### config.mk
export PLATFORM = sky130hd
export DESIGN_NAME = axi_lite_sim_console
export DESIGN_NICKNAME = d
export VERILOG_FILES = /design/src/rtl/axi_lite_sim_console.sv
export SDC_FILE = /design/constraint.sdc
export NUM_CORES = 1
export LEC_CHECK = 0
export BUFFER_PORTS_ARGS = -buffer_cell sky130_fd_sc_hd__buf_2
export CAP_MARGIN = 15
export CORE_MARGIN = 1
export CORE_UTILIZATION = 55
export DETAILED_ROUTE_END_ITERATION = 6
export PLACE_DENSITY = 0.75
export SLEW_MARGIN = 20
export SYNTH_ARGS = -nofsm -noshare
export SYNTH_HDL_FRONTEND = slang
export SYNTH_SLANG_ARGS = --single-unit
### constraint.sdc
create_clock -name clk -period 7.7 [get_ports clk]
set_clock_uncertainty 0.2 [all_clocks]
set_input_delay 1.54 -clock clk [delete_from_list [all_inputs] [get_ports clk]]
set_output_delay 1.54 -clock clk [all_outputs]
set_load 0.01 [all_outputs]
### src/rtl/axi_lite_sim_console.sv
// AXI4-Lite console and test-exit slave: per-channel byte FIFOs drained as
// ready/valid character streams, plus a sticky exit register for ending a run.
module axi_lite_sim_console #(
  parameter int unsigned NUM_CHANNELS = 2,
  parameter int unsigned FIFO_DEPTH   = 16,
  parameter int unsigned ADDR_W       = 13
) (
  input  logic                      clk,
  input  logic                      resetn,
  input  logic [ADDR_W-1:0]         s_axi_awaddr,
  input  logic                      s_axi_awvalid,
  output logic                      s_axi_awready,
  input  logic [31:0]               s_axi_wdata,
  input  logic [3:0]                s_axi_wstrb,
  input  logic                      s_axi_wvalid,
  output logic                      s_axi_wready,
  output logic [1:0]                s_axi_bresp,
  output logic                      s_axi_bvalid,
  input  logic                      s_axi_bready,
  input  logic [ADDR_W-1:0]         s_axi_araddr,
  input  logic                      s_axi_arvalid,
  output logic                      s_axi_arready,
  output logic [31:0]               s_axi_rdata,
  output logic [1:0]                s_axi_rresp,
  output logic                      s_axi_rvalid,
  input  logic                      s_axi_rready,
  output logic [8*NUM_CHANNELS-1:0] char_data,
  output logic [NUM_CHANNELS-1:0]   char_valid,
  input  logic [NUM_CHANNELS-1:0]   char_ready,
  output logic                      test_done,
  output logic [31:0]               test_code,
  output logic [3:0]                test_channel
);
  localparam int unsigned AW = $clog2(FIFO_DEPTH);
  localparam int unsigned PW = AW + 1;
  localparam logic [1:0] RESP_OKAY   = 2'b00;
  localparam logic [1:0] RESP_SLVERR = 2'b10;
  localparam logic [1:0] RESP_DECERR = 2'b11;
  localparam logic [1:0] REG_TX      = 2'd0;
  localparam logic [1:0] REG_STATUS  = 2'd1;
  localparam logic [1:0] REG_EXIT    = 2'd2;
  localparam logic [7:0] NCH         = 8'(NUM_CHANNELS);

  typedef enum logic [1:0] {W_IDLE, W_HAVE_AW, W_HAVE_W, W_RESP} wr_state_t;
  typedef enum logic {R_IDLE, R_RESP} rd_state_t;

  wr_state_t wr_state_q, wr_state_d;
  rd_state_t rd_state_q, rd_state_d;

  logic [ADDR_W-1:0] aw_addr_q, wr_addr;
  logic [31:0]       w_data_q, wr_data;
  logic              w_strb0_q, wr_strb0;
  logic              wr_fire, ar_fire;
  logic [7:0]        wr_chan, rd_chan;
  logic [1:0]        wr_reg, rd_reg, wr_resp, rd_resp_c;
  logic              wr_map, rd_map, exit_fire;
  logic [31:0]       rd_data_c;

  logic [7:0]                mem [NUM_CHANNELS][FIFO_DEPTH];
  logic [PW-1:0]             wptr_q [NUM_CHANNELS];
  logic [PW-1:0]             rptr_q [NUM_CHANNELS];
  logic [PW-1:0]             occ    [NUM_CHANNELS];
  logic [NUM_CHANNELS-1:0]   ovf_q, full, empty, pop, push, push_req, ovf_set, ovf_clr;

  logic unused;
  assign unused = &{1'b0, s_axi_wstrb[3:1], wr_addr[1:0], s_axi_araddr[1:0]};

  // Write FSM: AW and W are latched independently; the write executes once both are held.
  always_comb begin
    wr_state_d    = wr_state_q;
    s_axi_awready = 1'b0;
    s_axi_wready  = 1'b0;
    s_axi_bvalid  = 1'b0;
    wr_fire       = 1'b0;
    wr_addr       = aw_addr_q;
    wr_data       = w_data_q;
    wr_strb0      = w_strb0_q;
    case (wr_state_q)
      W_IDLE: begin
        s_axi_awready = 1'b1;
        s_axi_wready  = 1'b1;
        wr_addr       = s_axi_awaddr;
        wr_data       = s_axi_wdata;
        wr_strb0      = s_axi_wstrb[0];
        if (s_axi_awvalid && s_axi_wvalid) begin
          wr_fire    = 1'b1;
          wr_state_d = W_RESP;
        end else if (s_axi_awvalid) begin
          wr_state_d = W_HAVE_AW;
        end else if (s_axi_wvalid) begin
          wr_state_d = W_HAVE_W;
        end
      end
      W_HAVE_AW: begin
        s_axi_wready = 1'b1;
        wr_data      = s_axi_wdata;
        wr_strb0     = s_axi_wstrb[0];
        if (s_axi_wvalid) begin
          wr_fire    = 1'b1;
          wr_state_d = W_RESP;
        end
      end
      W_HAVE_W: begin
        s_axi_awready = 1'b1;
        wr_addr       = s_axi_awaddr;
        if (s_axi_awvalid) begin
          wr_fire    = 1'b1;
          wr_state_d = W_RESP;
        end
      end
      default: begin
        s_axi_bvalid = 1'b1;
        if (s_axi_bready) wr_state_d = W_IDLE;
      end
    endcase
  end

  // Read FSM: one outstanding read, response held until rready.
  always_comb begin
    rd_state_d    = rd_state_q;
    s_axi_arready = 1'b0;
    s_axi_rvalid  = 1'b0;
    ar_fire       = 1'b0;
    if (rd_state_q == R_IDLE) begin
      s_axi_arready = 1'b1;
      if (s_axi_arvalid) begin
        ar_fire    = 1'b1;
        rd_state_d = R_RESP;
      end
    end else begin
      s_axi_rvalid = 1'b1;
      if (s_axi_rready) rd_state_d = R_IDLE;
    end
  end

  always_comb begin
    wr_chan   = wr_addr[11:4];
    wr_reg    = wr_addr[3:2];
    wr_map    = wr_addr[12] && (wr_chan < NCH) && (wr_reg != 2'd3);
    rd_chan   = s_axi_araddr[11:4];
    rd_reg    = s_axi_araddr[3:2];
    rd_map    = s_axi_araddr[12] && (rd_chan < NCH) && (rd_reg != 2'd3);
    exit_fire = wr_fire && wr_map && (wr_reg == REG_EXIT) && !test_done;
  end

  // Per-channel FIFO flags; a push to a full FIFO survives only if that channel pops too.
  always_comb begin
    push_req  = '0;
    push      = '0;
    ovf_set   = '0;
    ovf_clr   = '0;
    pop       = '0;
    full      = '0;
    empty     = '0;
    char_data = '0;
    for (int unsigned c = 0; c < NUM_CHANNELS; c++) begin
      occ[c]      = wptr_q[c] - rptr_q[c];
      empty[c]    = (wptr_q[c] == rptr_q[c]);
      full[c]     = (wptr_q[c][AW] != rptr_q[c][AW]) &&
                    (wptr_q[c][AW-1:0] == rptr_q[c][AW-1:0]);
      pop[c]      = !empty[c] && char_ready[c];
      push_req[c] = wr_fire && wr_map && (wr_reg == REG_TX) && wr_strb0 && (wr_chan == 8'(c));
      push[c]     = push_req[c] && (!full[c] || pop[c]);
      ovf_set[c]  = push_req[c] && full[c] && !pop[c];
      ovf_clr[c]  = ar_fire && rd_map && (rd_reg == REG_STATUS) && (rd_chan == 8'(c));
      if (!empty[c]) char_data[8*c +: 8] = mem[c][rptr_q[c][AW-1:0]];
    end
    char_valid = ~empty;
  end

  always_comb begin
    wr_resp = RESP_OKAY;
    if (!wr_map) wr_resp = RESP_DECERR;
    else if (|ovf_set) wr_resp = RESP_SLVERR;
  end

  // Read mux samples FIFO state before any same-cycle push or pop lands.
  always_comb begin
    rd_data_c = '0;
    rd_resp_c = RESP_OKAY;
    if (!rd_map) begin
      rd_resp_c = RESP_DECERR;
    end else if (rd_reg == REG_EXIT) begin
      rd_data_c = test_code;
    end else if (rd_reg == REG_STATUS) begin
      for (int unsigned c = 0; c < NUM_CHANNELS; c++) begin
        if (rd_chan == 8'(c)) rd_data_c = {20'b0, ovf_q[c], empty[c], full[c], 9'(occ[c])};
      end
    end
  end

  always_ff @(posedge clk) begin
    if (!resetn) begin
      wr_state_q <= W_IDLE;
      rd_state_q <= R_IDLE;
    end else begin
      wr_state_q <= wr_state_d;
      rd_state_q <= rd_state_d;
    end
  end

  always_ff @(posedge clk) begin
    if (!resetn) begin
      aw_addr_q    <= '0;
      w_data_q     <= '0;
      w_strb0_q    <= 1'b0;
      s_axi_bresp  <= RESP_OKAY;
      s_axi_rdata  <= '0;
      s_axi_rresp  <= RESP_OKAY;
      test_done    <= 1'b0;
      test_code    <= '0;
      test_channel <= '0;
      ovf_q        <= '0;
      for (int unsigned c = 0; c < NUM_CHANNELS; c++) begin
        wptr_q[c] <= '0;
        rptr_q[c] <= '0;
      end
    end else begin
      if (s_axi_awvalid && s_axi_awready) aw_addr_q <= s_axi_awaddr;
      if (s_axi_wvalid && s_axi_wready) begin
        w_data_q  <= s_axi_wdata;
        w_strb0_q <= s_axi_wstrb[0];
      end
      if (wr_fire) s_axi_bresp <= wr_resp;
      if (ar_fire) begin
        s_axi_rdata <= rd_data_c;
        s_axi_rresp <= rd_resp_c;
      end
      if (exit_fire) begin
        test_done    <= 1'b1;
        test_code    <= wr_data;
        test_channel <= wr_chan[3:0];
      end
      for (int unsigned c = 0; c < NUM_CHANNELS; c++) begin
        if (push[c]) wptr_q[c] <= wptr_q[c] + PW'(1);
        if (pop[c]) rptr_q[c] <= rptr_q[c] + PW'(1);
        if (ovf_set[c]) ovf_q[c] <= 1'b1;
        else if (ovf_clr[c]) ovf_q[c] <= 1'b0;
      end
    end
  end

  always_ff @(posedge clk) begin
    for (int unsigned c = 0; c < NUM_CHANNELS; c++) begin
      if (push[c]) mem[c][wptr_q[c][AW-1:0]] <= wr_data[7:0];
    end
  end

endmodule

==> impl_metrics.toml, run 1 <==
[synth]
synth_edf_count = 276
avgSynthCellArea_sq_um = 14.1
synth_warnings = 0
ys_ff_latch = 397
synth_ff_type = "edfxtp_1"
synth_cell_type_count = 58
synth.largest_area_cell = "edfxtp_1"
yosysTopAreaCellShare_pct = 49.7
synthArstFlopShare_pct = 0
synthesis.nets = 1275
ys_seq_area_share_pct = 64.2
syn-instance-count = 1180
synth_area_sq_um = 16700
synthTopCellsByArea = "edfxtp_1 (50%), dfxtp_1 (15%), mux4_2 (8.6%)"

[worst_hold_path]
hold_class = "flop to flop"
hp-start = "w_data_q[6]$_SDFFE_PN0P_"
min_to = "w_data_q[6]$_SDFFE_PN0P_"
whs_path_depth = 2

[sta]
min_period_ps = 4790
tightestPinTransition_ps = 977
slew_headroom_pct = 34.3
rsz0062_at_grt = "false"
finalCritPeriodShare_pct = 62.2
max_freq_mhz = 209
finalHoldViolCount = 0
finalSetupViolations = 0
fin_setup_tns_ps = 0
slew_viol_final = 0

[floorplanning]
core_sq_um = 29700
dieWidth_um = 176
die_h_um = 176
dieArea_sq_um = 31000
rows = 63
start_util_pct = 56.2
io-pin-count = 167

[pwr]
leakage_nw = 7.26
vdd.ir_drop.worst_uv = 166
p_per_area_nw_per_um2 = 277

[placed_design]
dp_hpwl_um = 22800
gp_congestion = 0.803
dp_cells = 1700
place_area_sq_um = 18000
port_buffers = 159

[global_routing]
grt_pass1_wl_um = 56900
grt_pass1_vias = 10300
grt.total_usage_pct = 24.0
grt_overflow = 0
grt_max_degree = 81
antenna_found_initial = 3

[cells_and_area]
areaGrowthSynthToFinish_pct = 15.7
fin_cells = 1774
final_cell_area_sq_um = 19300
antenna_cells = 0
nNetsFinal = 1447
drive_above_1_share_pct = 28.0

[routing]
wl_per_cell_um = 20.6
detail_route.iter0.violations = 697
drt_wl_total_um = 36500
antenna_left = 0
drt_pre_antenna_iters = 5
dr_total_vias = 10400
vias_per_cell = 5.88
drc = 0

[critical_path]
crit_buf_inv = 3
r2r_cells = 7
cpMaxStageDelayCell = "buf_4"
cp_max_fo = 35
endpoint_kind = "output port"
critPathKind = "flop to output port"
rr_endpoint = "mem[0][127]$_DFFE_PP_"
crit_cells = 8
crit_path_start_kind = "flop"
r2r_setup_slack_ps = 3750
cp-startpoint = "rptr_q[0][6]$_SDFFCE_PN0P_"
cp_slowest_stage_delay_ps = 430
crit_chain = "buf_4, inv_1, ha_1, nand4_1, or2_2, nand2_1, o22ai_1, buf_2"
cp_data_required_time_ps = 5960
reg2reg_from = "wr_state_q[1]$_SDFFE_PN0P_"
arrival_ps = 3050
cp_top_family = "simple AND/OR/NAND/NOR gates"

[clock_network]
cts_tree = "done"
cts_resized = 0
postCtsSetupBuffers = 0
root_buffer = "clkbuf_16"
clk_pin_slew_ps = 60
cts_buffers = 40
cts.sinks = 397
insertion_delay_ps = 530
cts-htree-levels = 2
cts-hold-fix-buffers = 0
cts_buffer_depth = 3

[flow_run]
maxCapViolCount = 0

[outcome]
status = "completed"
==> Yosys cell counts (3+ instances only) <==
library cell / n
nand2b_1: 12
buf_2: 12
edfxtp_1: 276
nand3_1: 9
xor2_1: 9
a2111oi_2: 6
mux4_2: 64
or4_1: 3
buf_6: 4
nand2_1: 179
o21ai_1: 6
a22oi_1: 32
nor4_2: 3
and3_1: 5
ha_1: 22
buf_1: 4
nor4_1: 32
o32ai_1: 3
o21ai_0: 9
inv_2: 3
o22ai_1: 17
dfxtp_1: 121
a21oi_1: 61
a211oi_1: 4
buf_4: 4
mux2_2: 36
inv_1: 32
nand4_1: 3
mux2i_1: 71
xnor2_1: 9
clkbuf_1: 47
a21o_1: 5
nor2_1: 38
or2_2: 3
nor3_1: 6
==> per-layer routing <==
metal  vias to the layer above  share of wire, %  track usage [%]  routed length, um
met5                         -             0.055                0                 20
met4                         4               1.9             6.20                680
met3                        52               7.9             5.49               2890
met2                       372                48             39.3              17500
met1                      5192                42             32.4              15400
li1                       4804                 -                -                  -
==> worst max-delay path by stage <==
stage | to | slack (ps)
after detailed placement | char_data[11] | 3430
after global routing | char_data[14] | 2730
after floorplan | mem[0][104]$_DFFE_PP_ | 3800
after CTS | char_data[11] | 2860
final | char_data[14] | 2910
after global placement | char_data[11] | 3440
==> state kept, by name, indices dropped and copies added, names as in the netlist <==
signal	flops
mem	256
s_axi_rdata	32
test_code	32
w_data_q	32
aw_addr_q	11
rptr_q	10
wptr_q	10
test_channel	4
ovf_q	2
s_axi_bresp	2
wr_state_q	2
rd_state_q	1
s_axi_rresp	1
test_done	1
w_strb0_q	1
==> cells in the final DEF (no fill, tap or decap), types with 36 or more instances in the layout <==
master       n
edfxtp_1   276
nand2_1    179
buf_2      159
dfxtp_1    121
mux2i_1     71
mux4_2      64
a21oi_1     61
buf_4       42
clkbuf_16   41
nor2_1      38
mux2_2      36
==> worst min-delay path, stage by stage (launching register included) <==
cell     delay (ps)
dfxtp_1         310
nand2_1          50
a21oi_1          50
==> stage by stage <==
| stage | worst slack, ps | utilization, % | hold WS, ps | total power [mW] |
|---|---|---|---|---|
| global route | 2730 | 65.0 | 271 | 5.54 |
| global placement | 3440 | 60.6 | 238 | 3.42 |
| floorplan | 3800 | - | 232 | 3.18 |
| CTS | 2860 | 65.0 | 254 | 5.38 |
| finish | 2910 | 65.0 | 251 | 5.35 |
| detailed placement | 3430 | 60.6 | 245 | 3.45 |
==> power by group <==
group | switching [mW] | internal, mW | total (mW)
clock | 0.783 | 1.16 | 1.94
sequential | 0.0458 | 2.44 | 2.49
combinational | 0.580 | 0.337 | 0.918
==> logic make-up after synthesis <==
kind of cell	synth area share [%]
AOI/OAI and AO/OA	6.18
xor gates and xnor gates	0.945
adders and majority gates	1.89
buffers and inverters	2.77
DFF	64.2
muxes	15.3
and+or+nand+nor	8.73
==> layout make-up <==
cell class	instances	area, sq um
Timing Repair Buffer	201	1110
Sequential cell	397	10700
Clock buffer	55	1120
Clock inverter	19	198
Multi-Input combinational cell	676	5550
Fill cell	2103	10400
Inverter	36	135
Tap cell	390	488
(Power assumes the default switching activity.)
==> inputs of run 2 (changes only) <==
- CORE_UTILIZATION: 55 -> 53
- PLACE_DENSITY: 0.75 -> 0.76
- clock period: 7.7 -> 3.9 ns (I/O delays scaled with it)
==> run 2 against run 1 <==
Against the previous run: the flow now finishes with violations (DRC); cell count grew 0.62%; sequential power rose by 97%; critical path type unchanged; worst hold slack improved by 4.3 ps; sequential share of layout area hardly changed; die area grew 3.7%; first-iteration DRC count increased by 8.6%; non-clock buffer count is 8 higher; clock power up 85%; cell area barely moved; global-route usage decreased by 0.67 points; routed wire length grew 2.9%.
==> impl_metrics.toml, run 2 (synthesized netlist as in run 1, its figures left out) <==
[placed_design]
dp_hpwl_um = 23900
gp_congestion = 0.829
port_buffers = 159
pre_cts_slack_ps = 535

[sta]
whs_ps = 255
setup_ws_ps = 177
fin_setup_tns_ps = 0
finalHoldViolCount = 0
slew_viol_final = 0
rsz0062_at_grt = "false"
min_period_ps = 3720
slew_headroom_pct = 40.7
finalCritPeriodShare_pct = 95.5
max_freq_mhz = 269
tightestPinTransition_ps = 889
finalSetupViolations = 0

[cells_and_area]
final_util_pct = 62.8
mostFrequentLayoutCells = "edfxtp_1 (276), nand2_1 (179), buf_2 (159), dfxtp_1 (121), mux2i_1 (71)"
multi_input_area_sq_um = 5550
nNetsFinal = 1455
final_common_cell = "edfxtp_1"
drive_above_1_share_pct = 27.5
largest_reg_flops = 256
areaGrowthSynthToFinish_pct = 15.8
antenna_cells = 0
fillCellCount = 2260
seq_area_sq_um = 10700

[floorplanning]
rows = 64
die_h_um = 179
io-pin-count = 167
core_sq_um = 30700
dieWidth_um = 179
start_util_pct = 54.3
dieArea_sq_um = 32200

[clock_network]
cts.sinks = 397
clk_pin_slew_ps = 60
cts_buffers = 40
cts-htree-levels = 2
cts_resized = 0
cts_buffer_depth = 3
cts_tree = "done"
insertion_delay_ps = 520
postCtsSetupBuffers = 0
cts-hold-fix-buffers = 0
root_buffer = "clkbuf_16"

[critical_path]
cp_slowest_stage_delay_ps = 460
crit_buf_inv = 2
arrival_ps = 2740
endpoint_kind = "output port"
critPathKind = "flop to output port"
cp_data_required_time_ps = 2920
crit_chain = "inv_1, ha_1, nand4_1, or2_2, nand2_1, o22ai_1, buf_2"
cp_top_family = "simple AND/OR/NAND/NOR gates"
crit_path_start_kind = "flop"
cp_max_fo = 8
cpMaxStageDelayCell = "edfxtp_1"

[pwr]
power_mw = 10.4
p_per_area_nw_per_um2 = 536
leakage_nw = 7.25
vdd.ir_drop.worst_uv = 328

[outcome]
status = "finished, violations left"
failed_checks = "DRC"

[global_routing]
antenna_found_initial = 1
grt_pass1_vias = 10400
grt.total_usage_pct = 23.3
grt_overflow = 0
grt_pass1_wl_um = 58500
grt_max_degree = 66

[routing]
detail_route.iter0.violations = 757
wl_per_cell_um = 21.1
drt_pre_antenna_iters = 7
drt_wl_total_um = 37600
drc = 10
dr_total_vias = 10500
vias_per_cell = 5.87
antenna_left = 0

[flow_run]
maxCapViolCount = 0

[worst_hold_path]
hold_class = "flop to flop"
[run 2: changes by cell type in the layout (fill, tap and decap cells not counted), sizes merged]
| cell | before | now |
|---|---|---|
| clkbuf | 55 | 59 |
| inv | 38 | 36 |
| bufinv | 4 | 2 |
| buf | 201 | 209 |
| clkinv | 13 | 10 |
[run 2: report_power, final]
part / internal [mW] / leakage [nW] / switching [mW] / total [mW]
logic: 0.679 / 3.15 / 1.19 / 1.87
registers: 4.83 / 3.51 / 0.0753 / 4.90
clock network: 2.12 / 0.594 / 1.47 / 3.59
total: 7.62 / 7.25 / 2.73 / 10.4
[run 2: path summary, 6_finish.rpt]
check / from / to / slack [ps] / depth (start not counted)
hold / removal: w_strb0_q$_SDFFE_PN0P_ / w_strb0_q$_SDFFE_PN0P_ / 250 / 2
hold reg to reg: w_strb0_q$_SDFFE_PN0P_ / w_strb0_q$_SDFFE_PN0P_ / 250 / 2
setup / recovery: rptr_q[0][7]$_SDFFCE_PN0P_ / char_data[12] / 180 / 7
setup reg to reg: wr_state_q[0]$_SDFFE_PN0P_ / mem[0][81]$_DFFE_PP_ / 440 / 8
[run 2: tightest hold or removal path, cell delays in order, from the launching register on]
cell and delay [ps]:
dfxtp_1 300, nand2_1 50, a21oi_1 50
[run 2: cell type report]
type / count / area share, %
flip-flops and latches: 397 / 55.4
multi-input cells: 676 / 28.7
repair buffers: 209 / 6.25
clock buffers: 59 / 5.82
well taps: 396 / 2.56
inverters: 36 / 0.699
clock inverters: 12 / 0.512
[run 2: stage by stage]
step / std cells / cell area (sq um)
6_report: 1785 / 19300
5_1_grt: 1785 / 19300
4_1_cts: 1785 / 19300
3_5_place_dp: 1714 / 18100
3_3_place_gp: 1714 / 18100
2_1_floorplan: 1180 / 16700
[run 2: routing by layer]
layer	share of wire, %	vias up	track usage, %
li1	-	4821	-
met1	42	5171	31.4
met2	48	419	38.3
met3	7.3	61	4.48
met4	2.8	2	7.48
met5	0.021	-	0
==> inputs of run 3 (changes only) <==
- SETUP_SLACK_MARGIN: not set -> 0.3
==> run 3 against run 2 <==
Against the previous run: the flow still finishes with violations (DRC); core utilization grew 0.56 points; sequential cell count unchanged; sequential share of layout area down 0.48 points; global-route usage rose by 0.83 points; routed wire length is 3.3% higher; clock power up 6.1%; via count rose by 0.50%; combinational power increased by 2%; sequential power is essentially flat; die area unchanged; cell count increased by 0.34%.
==> impl_metrics.toml, run 3 (synthesized netlist as in run 1, its figures left out) <==
[floorplanning]
rows = 64
die_h_um = 179
io-pin-count = 167
dieArea_sq_um = 32200
dieWidth_um = 179
start_util_pct = 54.3
core_sq_um = 30700

[sta]
slew_headroom_pct = 40.4
finalCritPeriodShare_pct = 90.3
slew_viol_final = 0
tightestPinTransition_ps = 894
finalHoldViolCount = 0
finalSetupViolations = 0
setup_ws_ps = 380
max_freq_mhz = 284
rsz0062_at_grt = "false"
whs_ps = 253
fin_setup_tns_ps = 0
min_period_ps = 3520

[global_routing]
busiest_layer = "met2"
grt_use_met3_pct = 5.21
grt_pass1_vias = 10700
grt_overflow = 0
grt.total_usage_pct = 24.1
grt_max_degree = 79
antenna_found_initial = 2
met1_usage_pct = 31.5
grt_pass1_wl_um = 60400
use_met2_pct = 40.4

[routing]
drt_wl_total_um = 38800
dr_total_vias = 10500
vias_per_cell = 5.88
drc = 8
detail_route.iter0.violations = 638
wl_per_cell_um = 21.7
drt_pre_antenna_iters = 6
antenna_left = 0

[cells_and_area]
seq_area_sq_um = 10700
multi_input_area_sq_um = 5620
fin_cells = 1791
areaGrowthSynthToFinish_pct = 16.8
final_common_cell = "edfxtp_1"
drive_above_1_share_pct = 28.9
mostFrequentLayoutCells = "edfxtp_1 (276), nand2_1 (175), buf_2 (159), dfxtp_1 (120), mux2i_1 (70)"
largest_reg_flops = 256
fillCellCount = 2266
nNetsFinal = 1460

[pwr]
vdd.ir_drop.worst_uv = 435
swShare_pct = 26.6
clock_power_share_pct = 35.8
p_per_area_nw_per_um2 = 545
p_int_mw = 7.80
p_comb_share_pct = 18.0
share_seq_of_total_power_pct = 46.2
leakage_nw = 7.30
p_switching_mw = 2.83
power_mw = 10.6

[critical_path]
cp_data_required_time_ps = 2920
cp_max_fo = 8
crit_path_start_kind = "flop"
endpoint_kind = "output port"
arrival_ps = 2540
critPathKind = "flop to output port"

[worst_hold_path]
hold_class = "flop to flop"

[outcome]
status = "finished, violations left"
failed_checks = "DRC"

[placed_design]
dp_cells = 1714
pre_cts_slack_ps = 448
port_buffers = 159
gp_congestion = 0.838
dp_hpwl_um = 24400

[clock_network]
cts.sinks = 397
cts_tree = "done"
insertion_delay_ps = 520
cts-htree-levels = 2
cts_buffer_depth = 3
cts_buffers = 39
clk_pin_slew_ps = 60
root_buffer = "clkbuf_16"

[flow_run]
maxCapViolCount = 0
==> run 3: through the flow <==
step | utilization (%) | instance area, sq um
2_1_floorplan | - | 16700
3_3_place_gp | 58.9 | 18100
3_5_place_dp | 58.9 | 18100
4_1_cts | 63.2 | 19400
5_1_grt | 63.4 | 19500
6_report | 63.4 | 19500
==> run 3: final timing paths <==
path / slack [ps] / from / end / cells after the start
max reg2reg: 650 / wr_state_q[1]$_SDFFE_PN0P_ / mem[0][92]$_DFFE_PP_ / 9
min: 250 / w_data_q[1]$_SDFFE_PN0P_ / w_data_q[1]$_SDFFE_PN0P_ / 2
min reg2reg: 250 / w_data_q[1]$_SDFFE_PN0P_ / w_data_q[1]$_SDFFE_PN0P_ / 2
max: 380 / wptr_q[0][2]$_SDFFCE_PN0P_ / char_data[3] / 6
==> run 3: cell type report <==
class	count	share of cell area, %
multi-input combinational	677	28.8
timing repair buffer	214	6.33
tap	396	2.54
antenna	1	0.0128
sequential	397	54.9
inverter	36	0.693
clock buffer	53	5.76
clock inverter	17	0.886
==> run 3: power by group through the flow <==
stage	clock (mW)	sequential, mW	combinational, mW
2_1_floorplan	0	4.97	1.30
3_3_place_gp	0	4.99	1.80
3_5_place_dp	0	5.00	1.86
4_1_cts	3.85	4.91	1.88
5_1_grt	4.01	4.93	2.06
6_report	3.81	4.91	1.91
==> run 3: worst max-delay path: stages, from the launching register on <==
cell and delay (ps):
edfxtp_1 520, ha_1 420, and4_1 250, nand2_1 160, nand2_2 210, o22ai_1 280, buf_2 180
==> run 3: repair_timing <==
action | CTS | global route
cloned | 0 | 1
hold buffers | 0 | 0
setup endpoints to repair | 9 | 159
pin swaps | 1 | 1
setup buffers | 1 | 4
gates resized for setup | 4 | 4
==> run 3: metal layers <==
layer / part of all wire, % / up-vias
met5: 0 / -
met4: 2.6 / 0
met3: 7.6 / 70
met2: 49 / 396
met1: 41 / 5228
li1: - / 4832
